[src/rtl/afc_sar_fsm_if.sv]
// Handshake and band bus between the AFC successive-approximation controller and its VCO/comparator side.
// The slave modport is the controller; the master modport is the driver of start and comparison results.
interface afc_sar_fsm_if #(
    parameter int BAND_W = 5
);
    logic              start;
    logic [2:0]        comp_in;
    logic              comp_valid;
    logic              comp_req;
    logic [BAND_W-1:0] band;
    logic              band_change;
    logic              busy;
    logic              locked;
    logic              cmp_err;

    modport master (
        output start, comp_in, comp_valid,
        input  comp_req, band, band_change, busy, locked, cmp_err
    );

    modport slave (
        input  start, comp_in, comp_valid,
        output comp_req, band, band_change, busy, locked, cmp_err
    );
endinterface

[src/rtl/afc_sar_fsm.sv]
// Binary-search (SAR) band calibration for a VCO: settle, request a FAST/SLOW/FREEZE verdict, refine one bit per step.
// Optional macro AFC_TRACK_EN adds a post-lock tracking loop that nudges band by +/-1 per comparison.
module afc_sar_fsm #(
    parameter int BAND_W     = 5,
    parameter int SETTLE_CYC = 4
) (
    input logic         clk,
    input logic         rst,
    afc_sar_fsm_if.slave bus
);
    localparam int                PTR_W       = (BAND_W > 1) ? $clog2(BAND_W) : 1;
    localparam logic [BAND_W-1:0] MID         = {1'b1, {(BAND_W-1){1'b0}}};
    localparam logic [PTR_W-1:0]  PTR_TOP     = PTR_W'(BAND_W - 1);
    localparam logic [7:0]        SETTLE_LAST = 8'(SETTLE_CYC);
    localparam logic [2:0]        C_FAST      = 3'b100;
    localparam logic [2:0]        C_SLOW      = 3'b010;
    localparam logic [2:0]        C_FREEZE    = 3'b001;

    typedef enum logic [2:0] {
        IDLE,
        SETTLE,
        REQ,
        LOCK
`ifdef AFC_TRACK_EN
        , TRACK_SETTLE
        , TRACK_REQ
`endif
    } state_t;

    state_t            state, state_n;
    logic [BAND_W-1:0] band, band_n;
    logic [PTR_W-1:0]  ptr, ptr_n;
    logic [PTR_W-1:0]  ptr_dec;
    logic [7:0]        cnt, cnt_n;
    logic              band_change;
    logic              cmp_err, cmp_err_n;
    logic              restart;
    logic              is_fast, is_slow, is_freeze, one_hot;

    assign is_fast   = (bus.comp_in == C_FAST);
    assign is_slow   = (bus.comp_in == C_SLOW);
    assign is_freeze = (bus.comp_in == C_FREEZE);
    assign one_hot   = is_fast | is_slow | is_freeze;
    assign ptr_dec   = ptr - 1'b1;
    // start is honoured everywhere except mid-search
    assign restart   = bus.start && (state != SETTLE) && (state != REQ);

`ifdef AFC_TRACK_EN
    logic [BAND_W-1:0] band_up, band_dn;
    assign band_up = (band == '1) ? band : band + 1'b1;
    assign band_dn = (band == '0) ? band : band - 1'b1;
`endif

    always_ff @(posedge clk) begin
        if (rst) begin
            state       <= IDLE;
            band        <= MID;
            ptr         <= PTR_TOP;
            cnt         <= '0;
            band_change <= 1'b0;
            cmp_err     <= 1'b0;
        end else begin
            state       <= state_n;
            band        <= band_n;
            ptr         <= ptr_n;
            cnt         <= cnt_n;
            band_change <= (band_n != band);
            cmp_err     <= cmp_err_n;
        end
    end

    always_comb begin
        state_n   = state;
        band_n    = band;
        ptr_n     = ptr;
        cnt_n     = cnt;
        cmp_err_n = 1'b0;
        if (restart) begin
            state_n = SETTLE;
            band_n  = MID;
            ptr_n   = PTR_TOP;
            cnt_n   = '0;
        end else begin
            case (state)
                SETTLE: begin
                    if (cnt == SETTLE_LAST) begin
                        state_n = REQ;
                        cnt_n   = '0;
                    end else begin
                        cnt_n = cnt + 8'd1;
                    end
                end
                REQ: begin
                    if (bus.comp_valid) begin
                        if (!one_hot) begin
                            cmp_err_n = 1'b1;
                            state_n   = SETTLE;
                            cnt_n     = '0;
                        end else if (is_freeze) begin
                            state_n = LOCK;
                        end else begin
                            if (is_fast) band_n[ptr] = 1'b0;
                            if (ptr != '0) begin
                                band_n[ptr_dec] = 1'b1;
                                ptr_n           = ptr_dec;
                                state_n         = SETTLE;
                                cnt_n           = '0;
                            end else begin
                                state_n = LOCK;
                            end
                        end
                    end
                end
`ifdef AFC_TRACK_EN
                LOCK: begin
                    state_n = TRACK_SETTLE;
                    cnt_n   = '0;
                end
                TRACK_SETTLE: begin
                    if (cnt == SETTLE_LAST) begin
                        state_n = TRACK_REQ;
                        cnt_n   = '0;
                    end else begin
                        cnt_n = cnt + 8'd1;
                    end
                end
                TRACK_REQ: begin
                    if (bus.comp_valid) begin
                        if (!one_hot) cmp_err_n = 1'b1;
                        else if (is_slow) band_n = band_up;
                        else if (is_fast) band_n = band_dn;
                        state_n = TRACK_SETTLE;
                        cnt_n   = '0;
                    end
                end
`endif
                default: ;
            endcase
        end
    end

    always_comb begin
        bus.busy = (state == SETTLE) || (state == REQ);
`ifdef AFC_TRACK_EN
        bus.comp_req = (state == REQ) || (state == TRACK_REQ);
        bus.locked   = (state == LOCK) || (state == TRACK_SETTLE) || (state == TRACK_REQ);
`else
        bus.comp_req = (state == REQ);
        bus.locked   = (state == LOCK);
`endif
    end

    assign bus.band        = band;
    assign bus.band_change = band_change;
    assign bus.cmp_err     = cmp_err;
endmodule

[src/flat_wrapper.sv]
// flat-port wrapper written by rule: the top's interface ports become plain ports
module afc_sar_fsm_flat 
#(
    parameter int BAND_W     = 5,
    parameter int SETTLE_CYC = 4
)
  (clk, rst, bus_start, bus_comp_in, bus_comp_valid, bus_comp_req, bus_band, bus_band_change, bus_busy, bus_locked, bus_cmp_err);
  afc_sar_fsm_if #(.BAND_W(BAND_W)) bus_i ();
  input logic clk;
  input logic rst;
  input wire logic [$bits(bus_i.start)-1:0] bus_start;
  input wire logic [$bits(bus_i.comp_in)-1:0] bus_comp_in;
  input wire logic [$bits(bus_i.comp_valid)-1:0] bus_comp_valid;
  output wire logic [$bits(bus_i.comp_req)-1:0] bus_comp_req;
  output wire logic [$bits(bus_i.band)-1:0] bus_band;
  output wire logic [$bits(bus_i.band_change)-1:0] bus_band_change;
  output wire logic [$bits(bus_i.busy)-1:0] bus_busy;
  output wire logic [$bits(bus_i.locked)-1:0] bus_locked;
  output wire logic [$bits(bus_i.cmp_err)-1:0] bus_cmp_err;
  assign bus_i.start = bus_start;
  assign bus_i.comp_in = bus_comp_in;
  assign bus_i.comp_valid = bus_comp_valid;
  assign bus_comp_req = bus_i.comp_req;
  assign bus_band = bus_i.band;
  assign bus_band_change = bus_i.band_change;
  assign bus_busy = bus_i.busy;
  assign bus_locked = bus_i.locked;
  assign bus_cmp_err = bus_i.cmp_err;
  afc_sar_fsm #(.BAND_W(BAND_W), .SETTLE_CYC(SETTLE_CYC)) u_core (.clk(clk), .rst(rst), .bus(bus_i));
endmodule
[config.mk]
export PLATFORM = sky130hd
export DESIGN_NAME = afc_sar_fsm_flat
export DESIGN_NICKNAME = d
export VERILOG_FILES = /design/src/rtl/afc_sar_fsm_if.sv /design/src/rtl/afc_sar_fsm.sv /design/src/flat_wrapper.sv
export SDC_FILE = /design/constraint.sdc
export NUM_CORES = 1
export LEC_CHECK = 0
export CELL_PAD_IN_SITES_DETAIL_PLACEMENT = 1
export CELL_PAD_IN_SITES_GLOBAL_PLACEMENT = 2
export CORE_UTILIZATION = 32
export DETAILED_ROUTE_END_ITERATION = 10
export GPL_TIMING_DRIVEN = 0
export HOLD_SLACK_MARGIN = 0.12
export PLACE_DENSITY_LB_ADDON = 0.08
export SETUP_SLACK_MARGIN = 0.3
export SLEW_MARGIN = 20
export SYNTH_ARGS = -nofsm -noshare
export SYNTH_HDL_FRONTEND = slang
export SYNTH_SLANG_ARGS = --single-unit
[constraint.sdc]
create_clock -name clk -period 2.7 [get_ports clk]
set_input_delay 0.81 -clock clk [delete_from_list [all_inputs] [get_ports clk]]
set_output_delay 0.81 -clock clk [all_outputs]
set_load 0.005 [all_outputs]
==> flow_metrics.env, run 1 <==
export IMPL_outcome="complete, no violations"
export IMPL_design_die_area_um2=4301
export IMPL_setup_violations=0
export IMPL_vias_per_cell=5.551
export IMPL_core_area_um2=3771
export IMPL_arrival_ps=1510
export IMPL_holdPathStages=2
export IMPL_path_buf_inv=3
export IMPL_htree_levels=1
export IMPL_wl_per_cell_um=16.55
export IMPL_reg2reg_depth=8
export IMPL_clock_latency_ps=250
export IMPL_setup_tns_ps=0
export IMPL_ios=17
export IMPL_max_vdd_ir_drop_mv=0.1982
export IMPL_fin_util_pct=43.26
export IMPL_synth_top_cell_area_share_pct=30.95
export IMPL_nNetsFinal=193
export IMPL_path_delay_family="buffers and inverters"
export IMPL_crit_required_ps=1890
export IMPL_total_power_uw=807.9
export IMPL_fillers=458
export IMPL_initial_core_util_pct=34.31
export IMPL_min_period_over_period_pct=85.86
export IMPL_synth_cell_types=39
export IMPL_place_port_buffers=15
export IMPL_yosys_area_top_type="dfxtp_1"
export IMPL_hold_buffers=0
export IMPL_critPathMaxFanout=6
export IMPL_ys_ff_latch=20
export IMPL_min_period_ps=2318
export IMPL_ys_seq_area_share_pct=30.95
export IMPL_cap_violations=0
export IMPL_yosys_top_cells_area="dfxtp_1 31%, ha_1 6.8%, a21oi_1 5.0%"
export IMPL_whs_ps=511.1
export IMPL_dr_first_iter_drc_count=50
export IMPL_grt_pass1_wl_mm=6.072
export IMPL_cts_sinks=20
export IMPL_r2r_end="u_core.bus.band_change"
export IMPL_synth_edf_count=0
export IMPL_worstHoldStart="u_core.cnt[1]"
export IMPL_fin_skew_ps=1.969
export IMPL_die_w_um=65.59
export IMPL_clk_pin_slew_worst_paths_ps=80
export IMPL_die_h_um=65.59
export IMPL_synth_nets=172
export IMPL_critPathLaunchType="register"
export IMPL_grt_max_degree=11
export IMPL_relSlewSlack_pct=67.01
export IMPL_r2r_start="u_core.ptr[0]"
export IMPL_cts_buffer_depth=2
export IMPL_hold_viol=0
export IMPL_synthesis_area_um2=1294
export IMPL_yosys_warnings=0
export IMPL_multiInputGateArea_um2=899.6
export IMPL_r2r_slack_ps=410
export IMPL_crit_path_top_delay_cell="clkdlybuf4s50_1"
export IMPL_rsz0062_at_grt="yes"
export IMPL_cts_root_buf="clkbuf_8"
export IMPL_path_cells="inv_1, ha_4, inv_2, clkdlybuf4s50_1"
export IMPL_synth_flop_cell="dfxtp_1"
export IMPL_critical_path_class="register to output pin"
export IMPL_grt_overflow_total=0
export IMPL_fmax_mhz=431.4
export IMPL_ys_top_cells_by_count="20 x dfxtp_1, 15 x nor2_1, 13 x a21oi_1, 13 x inv_1, 11 x nand2_1"
export IMPL_totalWireLength_mm=3.723
export IMPL_synthArstFlopShare_pct=0
export IMPL_vias=1249
export IMPL_synthesis_instances=158
export IMPL_pwr_density_cell_nw_per_um2=495.2
export IMPL_gp_congestion=0.8134
export IMPL_diodes=0
export IMPL_grt_antenna_before_repair=0
export IMPL_dp_hpwl_mm=2.799
export IMPL_firstDrtPassIters=4
export IMPL_endpoint_kind="output pin"
export IMPL_numCtsBuffers=3
export IMPL_core_rowCount=22
export IMPL_min_to="u_core.cnt[1]"
export IMPL_grt_pass1_vias=1309
export IMPL_syn_to_final_growth_pct=26.11
export IMPL_syn_area_per_cell_um2=8.188
export IMPL_place_inst=221
export IMPL_tightestPinTransition_ps=494.8
export IMPL_cts_tree="built"
export IMPL_holdCritPathClass="register to register"
export IMPL_antenna_left=0
export IMPL_stdcell_count=225
export IMPL_power_leakage_uw=0.0005361
export IMPL_drive_gt1_share_pct=16.38
export IMPL_slew_viol_final=0
export IMPL_gr_usage_all_layers_pct=18.59
export IMPL_final_seq_area_um2=402.9
export IMPL_yosysMostFrequentCell="dfxtp_1"
export IMPL_slowest_delay_ps=490
export IMPL_drc=0
[flip-flops by register name, summed over array words and instances, names as in the netlist]
name,count
u_core.state,2
u_core.cnt,8
u_core.bus.cmp_err,1
u_core.ptr,3
u_core.bus.band,5
u_core.bus.band_change,1
[through the flow]
stage	setup WS [ps]	cell area, um^2
floorplan	477.6	1294
detailed placement	-197.5	1504
CTS	247.7	1574
global placement	-190.2	1504
finish	381.9	1632
global route	225.5	1632
[cell type report]
| type | instances | area share [%] |
|---|---|---|
| Buffer | 6 | 1.994 |
| Clock buffer | 3 | 2.531 |
| Inverter | 13 | 2.991 |
| Multi-Input combinational cell | 119 | 55.14 |
| Sequential cell | 20 | 24.69 |
| Tap cell | 48 | 3.681 |
| Timing Repair Buffer | 16 | 8.972 |
[cells in the final DEF, fill, tap and decap left out, types with 3 or more instances in the layout]
cell type         n
clkbuf_8          3
inv_1            12
clkdlybuf4s50_1  12
a21oi_1          13
and3_1            3
nand2_1          11
nor2_1           15
dfxtp_1          18
xnor2_1           3
o21ai_0           9
nand4_1           4
mux2i_1           5
a211oi_1          4
ha_1              5
nor3_1            7
[worst register-to-register path: stages (launching register included)]
cell and delay (ps):
dfxtp_1 340, clkbuf_4 220, inv_1 110, ha_2 230
or3_1 350, a211o_2 390, nor4_2 170, o32ai_1 150
a41oi_1 250
[routing by layer]
layer | vias up | wire [um] | global-route usage (%) | share of wire, %
li1 | 612 | - | - | -
met1 | 609 | 1593 | 20.59 | 43
met2 | 22 | 1977 | 35.57 | 53
met3 | 6 | 92 | 2.431 | 2.5
met4 | 0 | 61 | 6.522 | 1.6
met5 | - | 0 | 0 | 0
[cell families after synthesis]
logic type / after synthesis / synth area share (%)
buffers and inverters: 19 / 5.997
AO/OA/AOI/OAI: 42 / 23.50
adder cells (fa/ha/maj): 7 / 6.770
multiplexers: 5 / 3.869
XOR/XNOR: 5 / 3.966
AND/OR/NAND/NOR: 60 / 24.95
flip-flops: 20 / 30.95
[worst max path at each step]
stage | startpoint | end | slack [ps] | depth (start not counted)
after floorplan | bus_comp_in[0] | u_core.cnt[5] | 480 | 7
after CTS | u_core.ptr[0] | u_core.bus.band_change | 250 | 8
after global routing | u_core.ptr[0] | u_core.bus.band_change | 230 | 8
final | u_core.state[0] | bus_busy | 380 | 4
after global placement | bus_comp_in[2] | u_core.cnt[3] | -190 | 6
after detailed placement | bus_comp_in[2] | u_core.cnt[3] | -200 | 6
[report_power, final]
part	total, uW	switching [uW]	internal [uW]
combinational	277	154	122
sequential	331	18.1	313
clock	200	101	99.4
[timing repair]
action                                  4_1_cts  5_1_grt
endpoints found under the hold margin         0        0
pin swaps                                     0        3
setup buffers                                 0        1
endpoints found under the setup margin       16       15
resized for setup                            11       16
Power figures use the tool's default switching activity.
==> inputs of run 2 (changes only) <==
--- a/config.mk
+++ b/config.mk
@@ -7,12 +7,12 @@
 export LEC_CHECK = 0
 export CELL_PAD_IN_SITES_DETAIL_PLACEMENT = 1
 export CELL_PAD_IN_SITES_GLOBAL_PLACEMENT = 2
+export CORE_ASPECT_RATIO = 1.2
 export CORE_UTILIZATION = 32
 export DETAILED_ROUTE_END_ITERATION = 10
 export GPL_TIMING_DRIVEN = 0
 export HOLD_SLACK_MARGIN = 0.12
 export PLACE_DENSITY_LB_ADDON = 0.08
-export SETUP_SLACK_MARGIN = 0.3
 export SLEW_MARGIN = 20
 export SYNTH_ARGS = -nofsm -noshare
 export SYNTH_HDL_FRONTEND = slang
==> flow_metrics.env, run 2 (synthesized netlist as in run 1, its figures left out) <==
export IMPL_outcome="complete, no violations"
export IMPL_total_power_uw=800.2
export IMPL_critPathMaxFanout=6
export IMPL_reg_largest_list="u_core.cnt (8), u_core.bus.band (5), u_core.ptr (3)"
export IMPL_cap_violations=0
export IMPL_antenna_left=0
export IMPL_layout_commonest_cell="dfxtp_1"
export IMPL_clock_latency_ps=260
export IMPL_final_cell_mix="20 x dfxtp_1, 15 x nor2_1, 15 x clkdlybuf4s50_1"
export IMPL_drive_gt1_share_pct=9.040
export IMPL_fin_skew_ps=5.013
export IMPL_design_die_area_um2=4303
export IMPL_clk_pin_slew_worst_paths_ps=80
export IMPL_totalWireLength_mm=3.567
export IMPL_fin_util_pct=41.70
export IMPL_core_rowCount=24
export IMPL_slowest_delay_ps=550
export IMPL_htree_levels=1
export IMPL_grt_overflow_total=0
export IMPL_firstDrtPassIters=3
export IMPL_slew_viol_final=0
export IMPL_numCtsBuffers=3
export IMPL_core_area_um2=3754
export IMPL_initial_core_util_pct=34.47
export IMPL_gr_usage_all_layers_pct=18.51
export IMPL_multiInputGateArea_um2=815.8
export IMPL_pwr_density_cell_nw_per_um2=511.2
export IMPL_cts_tree="built"
export IMPL_crit_path_top_delay_cell="clkdlybuf4s50_1"
export IMPL_dp_hpwl_mm=2.827
export IMPL_grt_antenna_before_repair=0
export IMPL_hold_viol=0
export IMPL_routed_top_layer="met4"
export IMPL_cts_buffer_depth=2
export IMPL_rsz0062_at_grt="yes"
export IMPL_cts_root_buf="clkbuf_8"
export IMPL_nNetsFinal=192
export IMPL_grt_pass1_wl_mm=6.189
export IMPL_tightestPinTransition_ps=677.4
export IMPL_relSlewSlack_pct=54.74
export IMPL_critPathLaunchType="input pin"
export IMPL_setup_violations=0
export IMPL_arrival_ps=2780
export IMPL_gp_congestion=0.8333
export IMPL_critical_path_class="input pin to register"
export IMPL_die_h_um=71.66
export IMPL_wl_met3_um=81
export IMPL_path_cells="clkdlybuf4s50_1, xnor2_2, o311ai_4, a2111oi_4, mux2i_1, nor3_1"
export IMPL_vias_per_cell=5.301
export IMPL_fmax_mhz=380.6
export IMPL_place_port_buffers=15
export IMPL_drc=0
export IMPL_regMostFlops="u_core.cnt"
export IMPL_min_period_over_period_pct=97.32
export IMPL_dr_first_iter_drc_count=43
export IMPL_fillers=460
export IMPL_wl_per_cell_um=15.58
export IMPL_path_delay_family="compound AO/OA/AOI/OAI gates"
export IMPL_cts_sinks=20
export IMPL_power_leakage_uw=0.0005163
export IMPL_grt_max_degree=12
export IMPL_final_seq_area_um2=400.4
export IMPL_endpoint_kind="register"
export IMPL_crit_required_ps=2850
export IMPL_largest_reg_flops=8
export IMPL_diodes=0
export IMPL_min_period_ps=2628
export IMPL_die_w_um=60.05
export IMPL_path_buf_inv=1
export IMPL_grt_pass1_vias=1341
export IMPL_wl_met1_mm=1.564
export IMPL_vias=1214
export IMPL_wl_met2_mm=1.856
export IMPL_ios=17
export IMPL_holdCritPathClass="register to register"
export IMPL_syn_to_final_growth_pct=20.99
export IMPL_max_vdd_ir_drop_mv=0.1460
==> run 2: cell type report <==
| cell class | instances | area share [%] |
|---|---|---|
| timing repair buffer | 15 | 9.592 |
| clock buffer | 4 | 3.517 |
| inverter | 13 | 3.118 |
| tap | 52 | 4.157 |
| sequential | 20 | 25.58 |
| multi-input combinational | 119 | 52.12 |
| buffer | 6 | 1.918 |
==> run 2: path summary, 6_finish.rpt <==
check,from,endpoint,slack [ps],cells after the start
hold reg to reg,u_core.cnt[1],u_core.cnt[1],500,2
hold / removal,u_core.cnt[1],u_core.cnt[1],500,2
setup reg to reg,u_core.ptr[0],u_core.bus.band_change,280,8
setup / recovery,bus_comp_in[2],u_core.cnt[3],70,6
==> run 2: through the flow <==
stage / TNS (ps) / hold WS [ps] / instance area, um^2 / instances / setup WS (ps)
2_1_floorplan: 0 / 470.5 / 1294 / 158 / 477.6
6_report: 0 / 503.1 / 1565 / 229 / 72.23
4_1_cts: 0 / 506.9 / 1564 / 229 / 43.34
3_3_place_gp: -672.4 / 489.2 / 1509 / 225 / -160.0
5_1_grt: -13.87 / 541.0 / 1565 / 229 / -10.30
3_5_place_dp: -1247 / 495.6 / 1509 / 225 / -215.9
==> run 2: worst reg2reg max path, stage by stage, from the launching register on <==
cell      delay (ps)
dfxtp_1          350
clkbuf_2         250
inv_1            120
ha_1             270
or3_1            360
a211o_1          350
nor3_1           280
a31oi_1          120
a41oi_1          240
==> run 2: report_power, final <==
part	leakage, uW	internal, uW	total (uW)	switching, uW
Clock	0.0000288	130	231	101
Sequential	0.000162	311	327	16.0
Combinational	0.000326	102	242	140
==> run 2: timing repair <==
| action | in CTS | in global routing |
|---|---|---|
| resized for setup | 0 | 2 |
| setup endpoints to repair | 0 | 4 |
| buffers inserted | 0 | 0 |
| hold buffers | 0 | 0 |
| endpoints found under the hold margin | 0 | 0 |
==> run 2: layer usage <==
metal | vias up | track usage [%]
met5 | - | 0
met4 | 0 | 5.426
met3 | 8 | 2.888
met2 | 18 | 33.83
met1 | 575 | 21.52
li1 | 613 | -
